**config.mk**
```make
export PLATFORM = sky130hd
export DESIGN_NAME = perturb_engine_n_flat
export DESIGN_NICKNAME = d
export VERILOG_FILES = /design/src/rtl/perturb_engine_n_if.sv /design/src/rtl/perturb_engine_n.sv /design/src/flat_wrapper.sv
export SDC_FILE = /design/constraint.sdc
export NUM_CORES = 1
export LEC_CHECK = 0
export CAP_MARGIN = 20
export CORE_MARGIN = 4
export CORE_UTILIZATION = 45
export DETAILED_ROUTE_END_ITERATION = 10
export HOLD_SLACK_MARGIN = 0.1
export PLACE_DENSITY_LB_ADDON = 0.15
export SETUP_SLACK_MARGIN = 0.02
export SLEW_MARGIN = 0
export SYNTH_ARGS = -nofsm -noshare
export SYNTH_HDL_FRONTEND = slang
export SYNTH_HIERARCHICAL = 1
export SYNTH_SLANG_ARGS = --single-unit
```
**constraint.sdc**
```tcl
create_clock -name clk -period 2.75 [get_ports clk]
set_clock_uncertainty 0.05 [all_clocks]
set_input_delay 0.4125 -clock clk [delete_from_list [all_inputs] [get_ports clk]]
set_output_delay 0.4125 -clock clk [all_outputs]
set_load 0.01 [all_outputs]
```
**src/rtl/perturb_engine_n_if.sv**
```systemverilog
// Stream bundle for the GA mutation stage: crossover word in, child word plus
// mutation report out, with runtime reseed controls riding along the input side.
interface perturb_engine_n_if #(
  parameter int GENE_W    = 8,
  parameter int NUM_GENES = 4
);
  localparam int CNT_W = $clog2(NUM_GENES + 1);

  logic                        in_valid;
  logic                        in_ready;
  logic [NUM_GENES*GENE_W-1:0] crossover_gene;
  logic [7:0]                  perturb_prob;
  logic [1:0]                  mode;
  logic                        seed_load;
  logic [15:0]                 seed;
  logic                        out_valid;
  logic                        out_ready;
  logic [NUM_GENES*GENE_W-1:0] child_gene;
  logic [NUM_GENES-1:0]        mutate_mask;
  logic [CNT_W-1:0]            mutate_count;

  modport master (
    output in_valid, crossover_gene, perturb_prob, mode, seed_load, seed, out_ready,
    input  in_ready, out_valid, child_gene, mutate_mask, mutate_count
  );

  modport slave (
    input  in_valid, crossover_gene, perturb_prob, mode, seed_load, seed, out_ready,
    output in_ready, out_valid, child_gene, mutate_mask, mutate_count
  );
endinterface

```
**src/rtl/perturb_engine_n.sv**
```systemverilog
// Per-field perturbation of a crossover gene word: each field owns a select
// and a value LFSR; one registered output stage with valid/ready flow control.

module perturb_lane #(
  parameter int          GENE_W    = 8,
  parameter int          IDX       = 0,
  parameter logic [15:0] SEED_BASE = 16'hACE1
) (
  input  logic              clk,
  input  logic              rst,
  input  logic              adv_i,
  input  logic              load_i,
  input  logic [15:0]       seed_i,
  input  logic [7:0]        prob_i,
  input  logic [1:0]        mode_i,
  input  logic [GENE_W-1:0] field_i,
  output logic [GENE_W-1:0] field_o,
  output logic              hit_o
);
  localparam logic [15:0] SALT    = 16'(IDX * 32'h9E37);
  localparam logic [15:0] S0      = SEED_BASE ^ SALT;
  localparam logic [15:0] RST_SEL = (S0 == 16'h0000) ? 16'h0001 : S0;
  localparam logic [15:0] RST_VAL = (S0 == 16'hFFFF) ? 16'h0001 : ~S0;
  localparam logic [GENE_W-1:0] ONES = {GENE_W{1'b1}};

  logic [15:0]       sel_q, sel_d, val_q, val_d;
  logic [15:0]       ld_s;
  logic [GENE_W-1:0] r, r_nz, mut;

  function automatic logic [15:0] lfsr_step(input logic [15:0] x);
    return (x >> 1) ^ (x[0] ? 16'hB400 : 16'h0000);
  endfunction

  assign ld_s = seed_i ^ SALT;

  always_comb begin
    sel_d = sel_q;
    val_d = val_q;
    // Reload wins; the top guarantees no accept in a reload cycle anyway.
    if (load_i) begin
      sel_d = (ld_s == 16'h0000) ? 16'h0001 : ld_s;
      val_d = (ld_s == 16'hFFFF) ? 16'h0001 : ~ld_s;
    end else if (adv_i) begin
      sel_d = lfsr_step(sel_q);
      val_d = lfsr_step(val_q);
    end
  end

  always_ff @(posedge clk or negedge rst) begin
    if (!rst) begin
      sel_q <= RST_SEL;
      val_q <= RST_VAL;
    end else begin
      sel_q <= sel_d;
      val_q <= val_d;
    end
  end

  assign r     = val_q[GENE_W-1:0];
  assign r_nz  = (r == '0) ? GENE_W'(1) : r;
  assign hit_o = (mode_i != 2'd3) && (sel_q[7:0] < prob_i);

  always_comb begin
    mut = field_i;
    unique case (mode_i)
      2'd0: mut = r;
      2'd1: mut = field_i ^ r_nz;
      2'd2: begin
        if (val_q[15]) mut = (field_i == ONES) ? field_i : field_i + GENE_W'(1);
        else           mut = (field_i == '0)   ? field_i : field_i - GENE_W'(1);
      end
      default: mut = field_i;
    endcase
  end

  assign field_o = hit_o ? mut : field_i;
endmodule

module perturb_engine_n #(
  parameter int          GENE_W    = 8,
  parameter int          NUM_GENES = 4,
  parameter logic [15:0] SEED_BASE = 16'hACE1
) (
  input  logic                 clk,
  input  logic                 rst,
  perturb_engine_n_if.slave    bus
);
  localparam int CNT_W = $clog2(NUM_GENES + 1);

  typedef struct packed {
    logic [NUM_GENES-1:0][GENE_W-1:0] child;
    logic [NUM_GENES-1:0]             mask;
    logic [CNT_W-1:0]                 count;
  } out_t;

  out_t                             out_q, out_d;
  logic                             out_valid_q, out_valid_d;
  logic                             in_ready, accept;
  logic [NUM_GENES-1:0][GENE_W-1:0] field_in, field_mut;
  logic [NUM_GENES-1:0]             hit;
  logic [CNT_W-1:0]                 cnt;

  assign field_in = bus.crossover_gene;
  assign in_ready = !bus.seed_load && (!out_valid_q || bus.out_ready);
  assign accept   = bus.in_valid && in_ready;

  // LFSRs step only on accept so the child sequence depends on input order alone.
  for (genvar g = 0; g < NUM_GENES; g++) begin : g_lane
    perturb_lane #(
      .GENE_W    (GENE_W),
      .IDX       (g),
      .SEED_BASE (SEED_BASE)
    ) u_lane (
      .clk     (clk),
      .rst     (rst),
      .adv_i   (accept),
      .load_i  (bus.seed_load),
      .seed_i  (bus.seed),
      .prob_i  (bus.perturb_prob),
      .mode_i  (bus.mode),
      .field_i (field_in[g]),
      .field_o (field_mut[g]),
      .hit_o   (hit[g])
    );
  end

  always_comb begin
    cnt = '0;
    for (int i = 0; i < NUM_GENES; i++) cnt = cnt + CNT_W'(hit[i]);
  end

  always_comb begin
    out_d       = out_q;
    out_valid_d = out_valid_q;
    if (accept) begin
      out_d.child = field_mut;
      out_d.mask  = hit;
      out_d.count = cnt;
      out_valid_d = 1'b1;
    end else if (out_valid_q && bus.out_ready) begin
      out_valid_d = 1'b0;
    end
  end

  always_ff @(posedge clk or negedge rst) begin
    if (!rst) begin
      out_q       <= '0;
      out_valid_q <= 1'b0;
    end else begin
      out_q       <= out_d;
      out_valid_q <= out_valid_d;
    end
  end

  assign bus.in_ready     = in_ready;
  assign bus.out_valid    = out_valid_q;
  assign bus.child_gene   = out_q.child;
  assign bus.mutate_mask  = out_q.mask;
  assign bus.mutate_count = out_q.count;
endmodule

```
**src/flat_wrapper.sv**
```systemverilog
// flat-port wrapper written by rule: the top's interface ports become plain ports
module perturb_engine_n_flat 
#(
  parameter int          GENE_W    = 8,
  parameter int          NUM_GENES = 4,
  parameter logic [15:0] SEED_BASE = 16'hACE1
)
  (clk, rst, bus_in_valid, bus_crossover_gene, bus_perturb_prob, bus_mode, bus_seed_load, bus_seed, bus_out_ready, bus_in_ready, bus_out_valid, bus_child_gene, bus_mutate_mask, bus_mutate_count);
  perturb_engine_n_if #(.GENE_W(GENE_W), .NUM_GENES(NUM_GENES)) bus_i ();
  input  logic clk;
  input  logic rst;
  input wire logic [$bits(bus_i.in_valid)-1:0] bus_in_valid;
  input wire logic [$bits(bus_i.crossover_gene)-1:0] bus_crossover_gene;
  input wire logic [$bits(bus_i.perturb_prob)-1:0] bus_perturb_prob;
  input wire logic [$bits(bus_i.mode)-1:0] bus_mode;
  input wire logic [$bits(bus_i.seed_load)-1:0] bus_seed_load;
  input wire logic [$bits(bus_i.seed)-1:0] bus_seed;
  input wire logic [$bits(bus_i.out_ready)-1:0] bus_out_ready;
  output wire logic [$bits(bus_i.in_ready)-1:0] bus_in_ready;
  output wire logic [$bits(bus_i.out_valid)-1:0] bus_out_valid;
  output wire logic [$bits(bus_i.child_gene)-1:0] bus_child_gene;
  output wire logic [$bits(bus_i.mutate_mask)-1:0] bus_mutate_mask;
  output wire logic [$bits(bus_i.mutate_count)-1:0] bus_mutate_count;
  assign bus_i.in_valid = bus_in_valid;
  assign bus_i.crossover_gene = bus_crossover_gene;
  assign bus_i.perturb_prob = bus_perturb_prob;
  assign bus_i.mode = bus_mode;
  assign bus_i.seed_load = bus_seed_load;
  assign bus_i.seed = bus_seed;
  assign bus_i.out_ready = bus_out_ready;
  assign bus_in_ready = bus_i.in_ready;
  assign bus_out_valid = bus_i.out_valid;
  assign bus_child_gene = bus_i.child_gene;
  assign bus_mutate_mask = bus_i.mutate_mask;
  assign bus_mutate_count = bus_i.mutate_count;
  perturb_engine_n #(.GENE_W(GENE_W), .NUM_GENES(NUM_GENES), .SEED_BASE(SEED_BASE)) u_core (.clk(clk), .rst(rst), .bus(bus_i));
endmodule
```
### Yosys cells after proc, flatten, opt, wreduce, memory -nomap -nowiden

Cells that the tools add are included.

* logic and storage cells: 143
* output and inout bits: 41
* register bits: 168

* equality and inequality tests: 11
* reductions and logical operators: 25
* add/subtract/negate cells: 11
* mux-type cells: 58
* magnitude comparators: 4
* bitwise operators: 19

Operators by type and width (count)
* 16-bit two-way mux: 32
* 8-bit two-way mux: 20
* 15-bit by 16-bit XOR with 16-bit output: 8
* 8-bit case mux with 3 select lines: 4
* 16-bit == test (second input constant): 4
* 16-bit zero test: 4
* 8-bit zero test: 8
* 16-bit inverter: 4
* 8-bit by 1-bit adder with 8-bit output (second input constant): 4
* 8-bit == test (second input constant): 4
* 8-bit < comparator: 4
* 8-bit by 1-bit subtractor with 8-bit output (second input constant): 4
* 8-bit XOR: 4
* 9-bit inverter: 2
* 10-bit inverter: 1
* 1-bit logical AND: 7
* 3-bit by 1-bit adder with 3-bit output: 2
* 2-bit nonzero test: 2
* 1-bit by 1-bit adder with 2-bit output: 1
* 2-bit by 1-bit == test with 1-bit output (second input constant): 1
* 2-bit == test (second input constant): 1
* 1-bit zero test: 2
* 2-bit zero test: 1
* 1-bit two-way mux: 2
* 2 further kinds: 2

### Longest topological paths before layout

Gate-level depths: netlist (run 1).

* word-level depth: 6
* gate-level depth with buffers: 13
* gate-level depth less buffers: 12

### Cells and area by module

The synthesis (run 1) kept the hierarchy.

By module, submodules not included
* perturb_lane at u_core.g_lane[2].u_lane: times used 1, sequential area each 820.8 sq um, cells each 313, area each 2715.1 sq um
* perturb_lane at u_core.g_lane[3].u_lane: times used 1, sequential area each 820.8 sq um, cells each 311, area each 2712.6 sq um
* perturb_lane at u_core.g_lane[0].u_lane: times used 1, sequential area each 820.8 sq um, cells each 304, area each 2646.3 sq um
* perturb_lane at u_core.g_lane[1].u_lane: times used 1, sequential area each 820.8 sq um, cells each 306, area each 2636.3 sq um
* perturb_engine_n: times used 1, sequential area each 1001.0 sq um, cells each 96, area each 1788.0 sq um

### Least setup slack after synthesis (run 1)

Ideal clock, no wire load.

* path kind: reg2reg
* start point: register u_core.g_lane[1].u_lane.sel_q[2]
* end point: register u_core.out_q, in the netlist u_core/bus.mutate_count[1]
* arrival: 2.742 ns
* period minus slack after synthesis: 2.917 ns
* setup slack: -0.167 ns
* buffers on the path: 1
* cell stages (with the launch flop): 13
* required time: 2.575 ns
* setup time: 0.125 ns
* cells stage by stage: dfstp_2 ha_1 a21o_1 a31oi_1 o211ai_2 inv_1 buf_4 inv_1 fa_1 inv_1 ha_1 ha_1 mux2_4

* cells in the longest elaborated chain, start to end: 5

RTL lines
* start, declared: RTL line perturb_engine_n.sv:26 `logic [15:0] sel_q, sel_d, val_q, val_d;`
* start signal, assigned: RTL line perturb_engine_n.sv:54 `sel_q <= sel_d;`
* 8-bit < comparator: RTL line perturb_engine_n.sv:61 `assign hit_o = (mode_i != 2'd3) && (sel_q[7:0] < prob_i);`
* 1-bit logical AND: RTL line perturb_engine_n.sv:61
* net u_core.hit[1]: RTL line perturb_engine_n.sv:100 `logic [NUM_GENES-1:0] hit;`
* 1-bit by 1-bit adder with 2-bit output: RTL line perturb_engine_n.sv:129 `for (int i = 0; i < NUM_GENES; i++) cnt = cnt + CNT_W'(hit[i]);`
* 3-bit by 1-bit adder with 3-bit output (2 in series): RTL line perturb_engine_n.sv:129
* net u_core.cnt[1]: RTL line perturb_engine_n.sv:101 `logic [CNT_W-1:0] cnt;`
* end signal, assigned: RTL line perturb_engine_n.sv:150 `out_q <= out_d;`
* end, declared: RTL line perturb_engine_n.sv:96 `out_t out_q, out_d;`

The timed path passes the listed nets, and every way through them passes these cells.
A chain may end at the register's enable or synchronous reset.

### Final worst setup path (run 1)

Ends and elaborated chain as after synthesis.

==> results of run 1 <==
==> final timing paths <==
check / start / to / cells after the start
hold / removal: bus_seed_load / u_core/g_lane[2].u_lane/val_q[5] / 2
hold reg to reg: u_core/bus.child_gene[28] / u_core/bus.child_gene[28] / 1
max in group asynchronous: rst / u_core/g_lane[0].u_lane/val_q[4] / 3
setup / recovery: u_core/g_lane[1].u_lane/sel_q[2] / u_core/bus.mutate_count[1] / 11
min in group asynchronous: rst / u_core/g_lane[1].u_lane/sel_q[11] / 2
setup reg to reg: u_core/g_lane[1].u_lane/sel_q[2] / u_core/bus.mutate_count[1] / 11
==> per-stage QoR <==
step,cells,setup slack (ns),util [%],power [W]
floorplan,1330,-0.07432,-,0.004799
global placement,1849,-0.6287,53.79,0.005912
detailed placement,1849,-0.6232,53.79,0.005958
CTS,1883,0.01674,56.14,0.008416
global route,1886,-0.05408,56.27,0.008821
finish,1887,0.01523,56.28,0.008364
==> state kept, by name, summed over array words and instances (netlist names) <==
register                    cells
u_core/bus.mutate_count         3
u_core/g_lane.u_lane/val_q     64
u_core/bus.out_valid            1
u_core/bus.mutate_mask          4
u_core/g_lane.u_lane/sel_q     64
u_core/bus.child_gene          32
==> cell families (layout without fill, tap and decap cells) <==
| family | count (synthesis) | after routing | share of synthesized area, % |
|---|---|---|---|
| simple gates | 395 | 395 | 17.36 |
| buf+inv | 162 | 345 | 6.938 |
| other cells | 0 | 2 | 0 |
| xor+xnor | 39 | 39 | 2.733 |
| mux | 170 | 170 | 15.73 |
| fa+ha+maj | 43 | 43 | 4.365 |
| flops | 168 | 168 | 34.28 |
| compound gates | 353 | 353 | 18.60 |
==> Yosys cell counts (all sizes together), types with 4 or more instances <==
| library cell | instances |
|---|---|
| nor4b | 4 |
| nor4 | 20 |
| a211oi | 7 |
| nand3 | 25 |
| nand3b | 22 |
| xor2 | 6 |
| nor3 | 32 |
| o221ai | 17 |
| mux2i | 76 |
| o211ai | 4 |
| nand4b | 5 |
| a21o | 9 |
| xnor2 | 33 |
| ha | 42 |
| dfrtp | 104 |
| inv | 65 |
| mux2 | 94 |
| nand4 | 13 |
| o21a | 48 |
| and4 | 4 |
| nor2 | 41 |
| a211o | 6 |
| nand2 | 167 |
| nand2b | 6 |
| or4b | 8 |
| or2 | 4 |
| nor2b | 12 |
| clkbuf | 44 |
| o22ai | 4 |
| or4 | 7 |
| a21oi | 30 |
| a31oi | 40 |
| o32a | 6 |
| o31ai | 8 |
| buf | 51 |
| dfstp | 64 |
| o21ai | 138 |
| o21bai | 7 |
| nor3b | 9 |
==> area by class of cell <==
cell class	instances	share of cell area, %
Multi-Input combinational cell	1000	49.01
Sequential cell	168	28.10
Timing Repair Buffer	246	14.39
Tap cell	372	3.052
Clock buffer	20	2.994
Inverter	67	1.682
Clock inverter	12	0.7465
Antenna cell	2	0.03281
==> power breakdown <==
part	switching [W]	internal, W
clock network	0.00109	0.00131
logic	0.00122	0.00145
registers	0.000358	0.00294
==> metal layers <==
metal	vias up	track usage (%)	part of all wire (%)
li1	5204	-	-
met1	5112	32.27	47
met2	267	38.38	47
met3	44	3.397	4.3
met4	2	5.630	1.5
met5	-	0	0.036
==> critical path, delay by kind of cell (launching register included) <==
| family | cells | cell delay, ns |
|---|---|---|
| compound gates | 3 | 0.49 |
| mux | 1 | 0.24 |
| flops | 1 | 0.56 |
| fa+ha+maj | 4 | 1.11 |
| buf+inv | 3 | 0.18 |
==> what timing repair did <==
item                       in CTS  in global routing
hold buffers                    1                  0
setup endpoints to repair       3                  3
pin swaps                       3                 10
gates resized for setup        14                  6
buffers inserted                1                  2
hold endpoints to repair       24                  0
==> summary.txt, run 1 <==
Status
  – Status: finished, final reports clean

Route
  – Total Wirelength: 35670 um
  – Average via count per standard cell: 5.633
  – Starting DRC count in detailed routing: 924
  – Detail Route Antenna Nets: 0
  – Detailed-route DRC error count: 0
  – Detailed-route via count: 10630
  – First-pass detailed-route iteration total: 5
  – Detailed-route wire length per cell: 18.90 um

Global routing
  – Number of antenna violations at the first check in global routing: 5
  – Total congestion overflow after global routing: 0
  – Number of global-route vias before repair: 10500
  – Largest net degree at the start of global routing: 115
  – Global router's overall resource usage: 23.20%
  – First-pass GRT wire length: 57570 um

Place
  – HPWL after detailed placement: 26030 um
  – Gpl congestion: 0.8758
  – Post-Place Cell Area: 14580 um^2
  – Buffers on Ports: 103

Floorplan
  – Die H: 174.7 um
  – Total I/O pin count: 104
  – Area inside the core boundary: 27100 um^2
  – Full die area: 30500 um^2
  – Total number of placement rows: 60
  – Die Span X: 174.7 um
  – Initial Utilization: 46.12%

Clock network
  – Clock tree from TritonCTS: built
  – Clock Tree Root: sky130_fd_sc_hd__clkbuf_16
  – Num Clock Sinks: 168
  – H-tree Lvls: 4
  – CTS clk-pin slew, worst paths: 0.07 ns
  – Maximum count of clock buffers along a single path: 2
  – Number of buffers inserted during clock tree synthesis: 17
  – Clock latency reported for the late side of the worst-skew pair: 0.44 ns

Pwr
  – Worst voltage drop across the vdd grid: 0.0003404 V
  – Leakage power total: 6.229 nW
  – PwrDens: 548.4 nW/um^2

Worst setup path
  – CP Data Arrival Time: 3.00 ns
  – R2r setup slk: 0.02 ns
  – Max Fanout on Critical Path: 2
  – Critical path class: flip-flop to flip-flop
  – Required time of the critical path: 3.02 ns
  – Crit path largest cell delay: 0.56 ns
  – Worst Setup End Kind: flip-flop
  – Worst path cell trace: ha_4, a21o_1, a31oi_2, o211ai_2, inv_2, inv_2, fa_1, inv_2, ha_4, ha_4, mux2_4
  – Crit path max-delay cell type: sky130_fd_sc_hd__dfstp_2
  – Element type at the critical path start: flip-flop

Layout
  – Fraction of final layout cells with drive strength greater than 1: 26.17%
  – Net count reported at finish: 1606
  – Footprint of the flip-flops and latches: 4285 um^2
  – Cell area after layout: 15250 um^2
  – Footprint of the multi-input gates: 7475 um^2
  – Leading cell type in the layout, fill and taps excluded: sky130_fd_sc_hd__nand2_1
  – Layout fillers: 2474
  – Area grow syn2layout: 22.03%
  – Top library cells by usage in the layout, fill and taps aside: sky130_fd_sc_hd__nand2_1, sky130_fd_sc_hd__buf_4, sky130_fd_sc_hd__o21ai_0

STA
  – Worst Hold Margin: 0.2305 ns
  – RSZ-0062 raised after global routing: yes
  – # setup viols final: 0
  – Number of hold violations in the final report: 0
  – Time the worst path needs with I/O delays and setup: 2.735 ns
  – Number of pins with negative max-slew slack in the final report: 0
  – Transition time of the tightest slew-check pin: 0.6436 ns
  – Achievable clock frequency: 0.3657 GHz
  – Tcrit/Tclk final: 99.45%
  – Setup tns final: 0 ns
  – Worst slew slack as a fraction of its limit: 57.09%

Min path
  – Class of the tightest hold or removal check: primary input to flip-flop

Synthesis
  – Register bit total from synthesis: 168
  – Portion of the post-synthesis area used by sequential elements: 34.28%
  – Async S/R FF share, synth: 100.0%
  – Mapped Cells: 1330
  – Synthesized area: 12500 um^2
  – Syn nets: 1436
  – Leading area contributor after synthesis: sky130_fd_sc_hd__dfrtp_1
  – Synth area leaders: sky130_fd_sc_hd__dfrtp_1, sky130_fd_sc_hd__dfstp_2, sky130_fd_sc_hd__mux2i_1
  – Average instance area after synthesis: 9.397 um^2
  – Most used DFF post-synth: sky130_fd_sc_hd__dfrtp_1
  – Distinct cell type count after synthesis: 98
  – Synth warnings: 6
  – Fraction of post-synthesis cell area in the top cell type by area: 20.82%
  – Number of flops mapped to enable cells by yosys: 0

Flow run
  – MaxCap Viol Count: 0
(Power assumes the default switching activity.)
==> inputs of run 2 (changes only) <==
- CAP_MARGIN: 20 -> 10
- CORE_MARGIN: 4 -> unset
- clock period: 2.75 -> 2.3 ns (I/O delays scaled with it)
==> summary.txt, run 2 (synthesis results as in run 1) <==
Global routing
  – Number of antenna violations at the first check in global routing: 2
  – Global router's overall resource usage: 26.81%
  – Largest net degree at the start of global routing: 62
  – First-pass GRT wire length: 60200 um
  – Number of global-route vias before repair: 11150
  – Total congestion overflow after global routing: 0

STA
  – # setup viols final: 5
  – Transition time of the tightest slew-check pin: 0.7323 ns
  – Number of hold violations in the final report: 0
  – Tcrit/Tclk final: 117.3%
  – Number of pins with negative max-slew slack in the final report: 0
  – Time the worst path needs with I/O delays and setup: 2.698 ns
  – Worst slew slack as a fraction of its limit: 50.67%
  – RSZ-0062 raised after global routing: yes
  – Achievable clock frequency: 0.3706 GHz
  – Least setup slack across all paths after layout: -0.3980 ns

Worst setup path
  – Worst Reg-to-Reg Cells: 11
  – Crit path largest cell delay: 0.58 ns
  – Required time of the critical path: 2.57 ns
  – Worst path cell trace: ha_4, a21o_1, o21ai_2, o311ai_2, inv_2, inv_2, fa_1, inv_2, ha_4, ha_4, mux2_4
  – Critical path class: flip-flop to flip-flop
  – Crit path max-delay cell type: sky130_fd_sc_hd__dfstp_2
  – Endpoint of the worst register-to-register path: u_core/bus.mutate_count[1]
  – R2r setup slk: -0.40 ns
  – CP Data Arrival Time: 2.97 ns
  – Worst Setup End Kind: flip-flop
  – Worst R2R Start: u_core/g_lane[0].u_lane/sel_q[6]
  – Max Fanout on Critical Path: 3
  – Element type at the critical path start: flip-flop

Pwr
  – Worst voltage drop across the vdd grid: 0.0003891 V
  – PwrDens: 637.5 nW/um^2
  – Leakage power total: 6.849 nW

Clock network
  – CTS clk-pin slew, worst paths: 0.07 ns
  – H-tree Lvls: 4
  – Clock Tree Root: sky130_fd_sc_hd__clkbuf_16
  – Clock latency reported for the late side of the worst-skew pair: 0.44 ns
  – Number of buffers inserted during clock tree synthesis: 17
  – Num Clock Sinks: 168
  – Clock tree from TritonCTS: built
  – Maximum count of clock buffers along a single path: 2

Layout
  – Area grow syn2layout: 32.89%
  – Leading cell type in the layout, fill and taps excluded: sky130_fd_sc_hd__buf_4
  – Non-Filler Instances: 1992
  – Top library cells by usage in the layout, fill and taps aside: sky130_fd_sc_hd__buf_4, sky130_fd_sc_hd__nand2_1, sky130_fd_sc_hd__o21ai_0
  – Fraction of final layout cells with drive strength greater than 1: 34.40%
  – Layout fillers: 2353
  – Net count reported at finish: 1712
  – Post-layout utilization of the core: 61.28%

Place
  – Gpl congestion: 0.9347
  – Buffers on Ports: 103
  – HPWL after detailed placement: 27260 um
  – Total placed cells including tap cells: 1938

Route
  – First-pass detailed-route iteration total: 5
  – Detailed-route DRC error count: 0
  – Average via count per standard cell: 5.659
  – Detailed-route via count: 11270
  – Starting DRC count in detailed routing: 755
  – Detail Route Antenna Nets: 0
  – Total Wirelength: 37490 um
  – Detailed-route wire length per cell: 18.82 um

Min path
  – Hold Crit Start: bus_seed_load
  – Hold Path Cell Cnt: 3
  – Destination of the worst hold path: u_core/bus.out_valid
  – Class of the tightest hold or removal check: primary input to flip-flop

Floorplan
  – Total I/O pin count: 104
  – Initial Utilization: 46.12%
  – Die H: 168.7 um
  – Total number of placement rows: 60
  – Area inside the core boundary: 27100 um^2
  – Die Span X: 168.7 um
  – Full die area: 28440 um^2

Flow run
  – MaxCap Viol Count: 0

Status
  – Status: complete, but fails checks
  – Failing checks: negative setup slack
run 2: changes by cell type in the layout (fill, tap and decap cells not counted), moves of 7 or more:
cell,delta
sky130_fd_sc_hd__buf_12,+8
sky130_fd_sc_hd__buf_4,+92
sky130_fd_sc_hd__o221ai_2,+8
sky130_fd_sc_hd__o221ai_1,-10
sky130_fd_sc_hd__a31oi_4,+7
sky130_fd_sc_hd__a31oi_1,-10
run 2: area by class of cell:
class | count | area, um^2 | share of cell area (%)
well taps | 372 | 465.4 | 2.802
flip-flops and latches | 168 | 4284 | 25.79
clock inverters | 15 | 178.9 | 1.077
repair buffers | 352 | 3112 | 18.74
inverters | 67 | 255.2 | 1.537
clock buffers | 17 | 425.4 | 2.561
multi-input cells | 1000 | 7885 | 47.48
diodes | 1 | 2.502 | 0.01507
run 2: worst max path at each step:
stage / startpoint / endpoint / slack [ns] / cells past startpoint
after floorplan: u_core/g_lane[1].u_lane/sel_q[2] / u_core/bus.mutate_count[1] / -0.51 / 12
after global placement: bus_perturb_prob[2] / u_core/bus.mutate_count[1] / -1.07 / 13
after detailed placement: bus_perturb_prob[2] / u_core/bus.mutate_count[1] / -1.08 / 13
after CTS: u_core/g_lane[1].u_lane/sel_q[2] / u_core/bus.mutate_count[1] / -0.44 / 11
after global routing: u_core/g_lane[0].u_lane/sel_q[6] / u_core/bus.mutate_count[1] / -0.47 / 11
final: u_core/g_lane[0].u_lane/sel_q[6] / u_core/bus.mutate_count[1] / -0.40 / 11
run 2: routing by layer:
layer,track usage (%),wire (um),up-vias
met4,5.889,468,0
li1,-,-,5425
met3,3.975,1760,38
met1,38.07,17850,5532
met5,0,0,-
met2,43.14,17420,278
run 2: power by group:
part / switching [W] / internal, W
Clock: 0.00136 / 0.00165
Combinational: 0.00166 / 0.00201
Sequential: 0.000396 / 0.00351
run 2: stage by stage:
stage	area, um^2	hold slack, ns	setup TNS (ns)	power [W]	setup slack, ns
floorplan	12580	-0.0005911	-1.446	0.005738	-0.5072
global placement	15340	0.2246	-22.07	0.007241	-1.072
detailed placement	15340	0.2234	-23.21	0.007297	-1.085
CTS	16380	0.2086	-1.229	0.01055	-0.4394
global route	16610	0.2394	-1.750	0.01112	-0.4663
finish	16610	0.2209	-1.029	0.01059	-0.3980
run 2: worst max-delay path, delay by kind of cell (launching register included):
family	cells	cell delay (ns)
adders and majority gates	4	1.10
DFF	1	0.58
buffers and inverters	3	0.19
muxes	1	0.25
AOI/OAI and AO/OA	3	0.43
run 2: what timing repair did:
item / 4_1_cts / 5_1_grt
setup endpoints to repair: 35 / 34
setup buffers: 21 / 5
cloned: 0 / 0
hold buffers: 1 / 0
pin swaps: 31 / 35
hold endpoints to repair: 30 / 0
gates resized for setup: 67 / 47
==> inputs of run 3 (changes only) <==
- CORE_UTILIZATION: 45 -> 54
==> summary.txt, run 3 (synthesis results as in run 1) <==
STA
  – Setup tns final: -1.647 ns
  – Achievable clock frequency: 0.3552 GHz
  – Time the worst path needs with I/O delays and setup: 2.815 ns
  – Worst slew slack as a fraction of its limit: 59.60%
  – Number of hold violations in the final report: 0
  – RSZ-0062 raised after global routing: yes
  – Transition time of the tightest slew-check pin: 0.5997 ns
  – Tcrit/Tclk final: 122.4%
  – Least setup slack across all paths after layout: -0.5153 ns
  – Worst Hold Margin: 0.1507 ns
  – # setup viols final: 10
  – Number of pins with negative max-slew slack in the final report: 0

Global routing
  – Global router's overall resource usage: 31.28%
  – Number of antenna violations at the first check in global routing: 0
  – Total congestion overflow after global routing: 0
  – First-pass GRT wire length: 58800 um
  – Number of global-route vias before repair: 11240
  – Largest net degree at the start of global routing: 108

Pwr
  – Worst voltage drop across the vdd grid: 0.0005701 V
  – PwrDens: 647.0 nW/um^2
  – Leakage power total: 6.859 nW

Route
  – Detail Route Antenna Nets: 0
  – Detailed-route via count: 11370
  – Detailed-route wire length per cell: 19.30 um
  – Total Wirelength: 36720 um
  – First-pass detailed-route iteration total: 5
  – Detailed-route DRC error count: 0
  – Average via count per standard cell: 5.976
  – Starting DRC count in detailed routing: 973

Floorplan
  – Total I/O pin count: 104
  – Die H: 154.1 um
  – Die Span X: 154.1 um
  – Initial Utilization: 55.20%
  – Total number of placement rows: 55
  – Area inside the core boundary: 22640 um^2
  – Full die area: 23760 um^2

Layout
  – Antenna diode count: 0
  – Top library cells by usage in the layout, fill and taps aside: sky130_fd_sc_hd__buf_4, sky130_fd_sc_hd__nand2_1, sky130_fd_sc_hd__o21ai_0
  – Layout fillers: 1684
  – Cell area after layout: 16560 um^2
  – Area grow syn2layout: 32.48%
  – Leading cell type in the layout, fill and taps excluded: sky130_fd_sc_hd__buf_4
  – Fraction of final layout cells with drive strength greater than 1: 34.26%
  – Post-layout utilization of the core: 73.13%
  – Net count reported at finish: 1710

Worst setup path
  – Worst R2R Start: u_core/g_lane[0].u_lane/sel_q[6]
  – Worst Setup End Kind: flip-flop
  – Element type at the critical path start: flip-flop
  – Required time of the critical path: 2.56 ns
  – Max Fanout on Critical Path: 4
  – Critical path class: flip-flop to flip-flop
  – Worst Setup SP: u_core/g_lane[0].u_lane/sel_q[6]
  – Worst Reg-to-Reg Cells: 11
  – CP Data Arrival Time: 3.08 ns

Min path
  – Class of the tightest hold or removal check: primary input to flip-flop
  – Hold Crit Start: bus_seed_load
  – Hold Path Cell Cnt: 2

Clock network
  – Number of buffers inserted during clock tree synthesis: 17
  – Num Clock Sinks: 168
  – H-tree Lvls: 4
  – Clock Tree Root: sky130_fd_sc_hd__clkbuf_16
  – CTS clk-pin slew, worst paths: 0.06 ns
  – Maximum count of clock buffers along a single path: 2
  – Clock tree from TritonCTS: built
  – Clock latency reported for the late side of the worst-skew pair: 0.42 ns

Place
  – Gpl congestion: 0.9139
  – Buffers on Ports: 103
  – Post-Place Cell Area: 15110 um^2
  – Pre-CTS setup slack: -1.071 ns
  – HPWL after detailed placement: 26140 um

Status
  – Failing checks: negative setup slack
  – Status: complete, but fails checks

Flow run
  – MaxCap Viol Count: 0
[run 3: changes by cell type in the layout (fill, tap and decap cells not counted), sizes merged]
cell	previous run	this run
inv	76	65
clkbuf	17	22
buf	252	249
clkinv	2	5
bufinv	2	4
clkinvlp	2	4
diode	1	0
dlygate4sd2	10	9
dlymetal6s2s	1	2
[run 3: metal layers]
metal	up-vias	part of all wire [%]	track usage, %	routed length, um
li1	5415	-	-	-
met1	5535	45	42.79	16410
met2	376	48	51.32	17520
met3	40	6.2	5.862	2274
met4	0	1.4	7.095	512
met5	-	0	0	0
[run 3: timing repair]
action / in CTS / in global routing
setup endpoints to repair: 35 / 34
buffers inserted: 22 / 8
resized for setup: 67 / 62
pin swaps: 32 / 36
hold buffers: 1 / 0
hold endpoints to repair: 27 / 0
cloned: 0 / 1
[run 3: power breakdown]
| group | switching, W | internal (W) | leakage (nW) | total (W) |
|---|---|---|---|---|
| logic | 0.00170 | 0.00204 | 4.66 | 0.00373 |
| clock network | 0.00120 | 0.00185 | 0.289 | 0.00305 |
| registers | 0.000412 | 0.00351 | 1.91 | 0.00393 |
| total | 0.00331 | 0.00740 | 6.86 | 0.0107 |
[run 3: cell type report]
cell class | count | area [um^2] | share of cell area (%)
Clock buffer | 21 | 450.4 | 2.720
Clock inverter | 11 | 172.7 | 1.043
Inverter | 67 | 254.0 | 1.534
Multi-Input combinational cell | 1000 | 7984 | 48.22
Sequential cell | 168 | 4285 | 25.88
Tap cell | 285 | 356.6 | 2.154
Timing Repair Buffer | 350 | 3054 | 18.45
[run 3: path summary, 6_finish.rpt]
path | slack [ns] | end
setup / recovery | -0.52 | u_core/bus.mutate_count[1]
hold / removal | 0.15 | u_core/g_lane[3].u_lane/sel_q[10]
setup reg to reg | -0.52 | u_core/bus.mutate_count[1]
hold reg to reg | 0.46 | u_core/bus.child_gene[22]
max in group asynchronous | 1.10 | u_core/g_lane[0].u_lane/val_q[2]
min in group asynchronous | 0.36 | u_core/bus.child_gene[30]
[run 3: through the flow]
stage	std cells	total power, W
4_1_cts	1900	0.01055
3_5_place_dp	1849	0.007254
5_1_grt	1902	0.01123
6_report	1902	0.01071
3_3_place_gp	1849	0.007170
2_1_floorplan	1330	0.005738
[run 3: critical path, cell delays in order, from the launching register on]
cell and delay (ns):
sky130_fd_sc_hd__dfstp_2 0.59, sky130_fd_sc_hd__ha_4 0.23, sky130_fd_sc_hd__a21o_1 0.18, sky130_fd_sc_hd__o21ai_4 0.14
sky130_fd_sc_hd__o311ai_4 0.12, sky130_fd_sc_hd__inv_2 0.12, sky130_fd_sc_hd__inv_2 0.05, sky130_fd_sc_hd__fa_1 0.56
sky130_fd_sc_hd__inv_2 0.06, sky130_fd_sc_hd__ha_4 0.16, sky130_fd_sc_hd__ha_4 0.20, sky130_fd_sc_hd__mux2_4 0.25
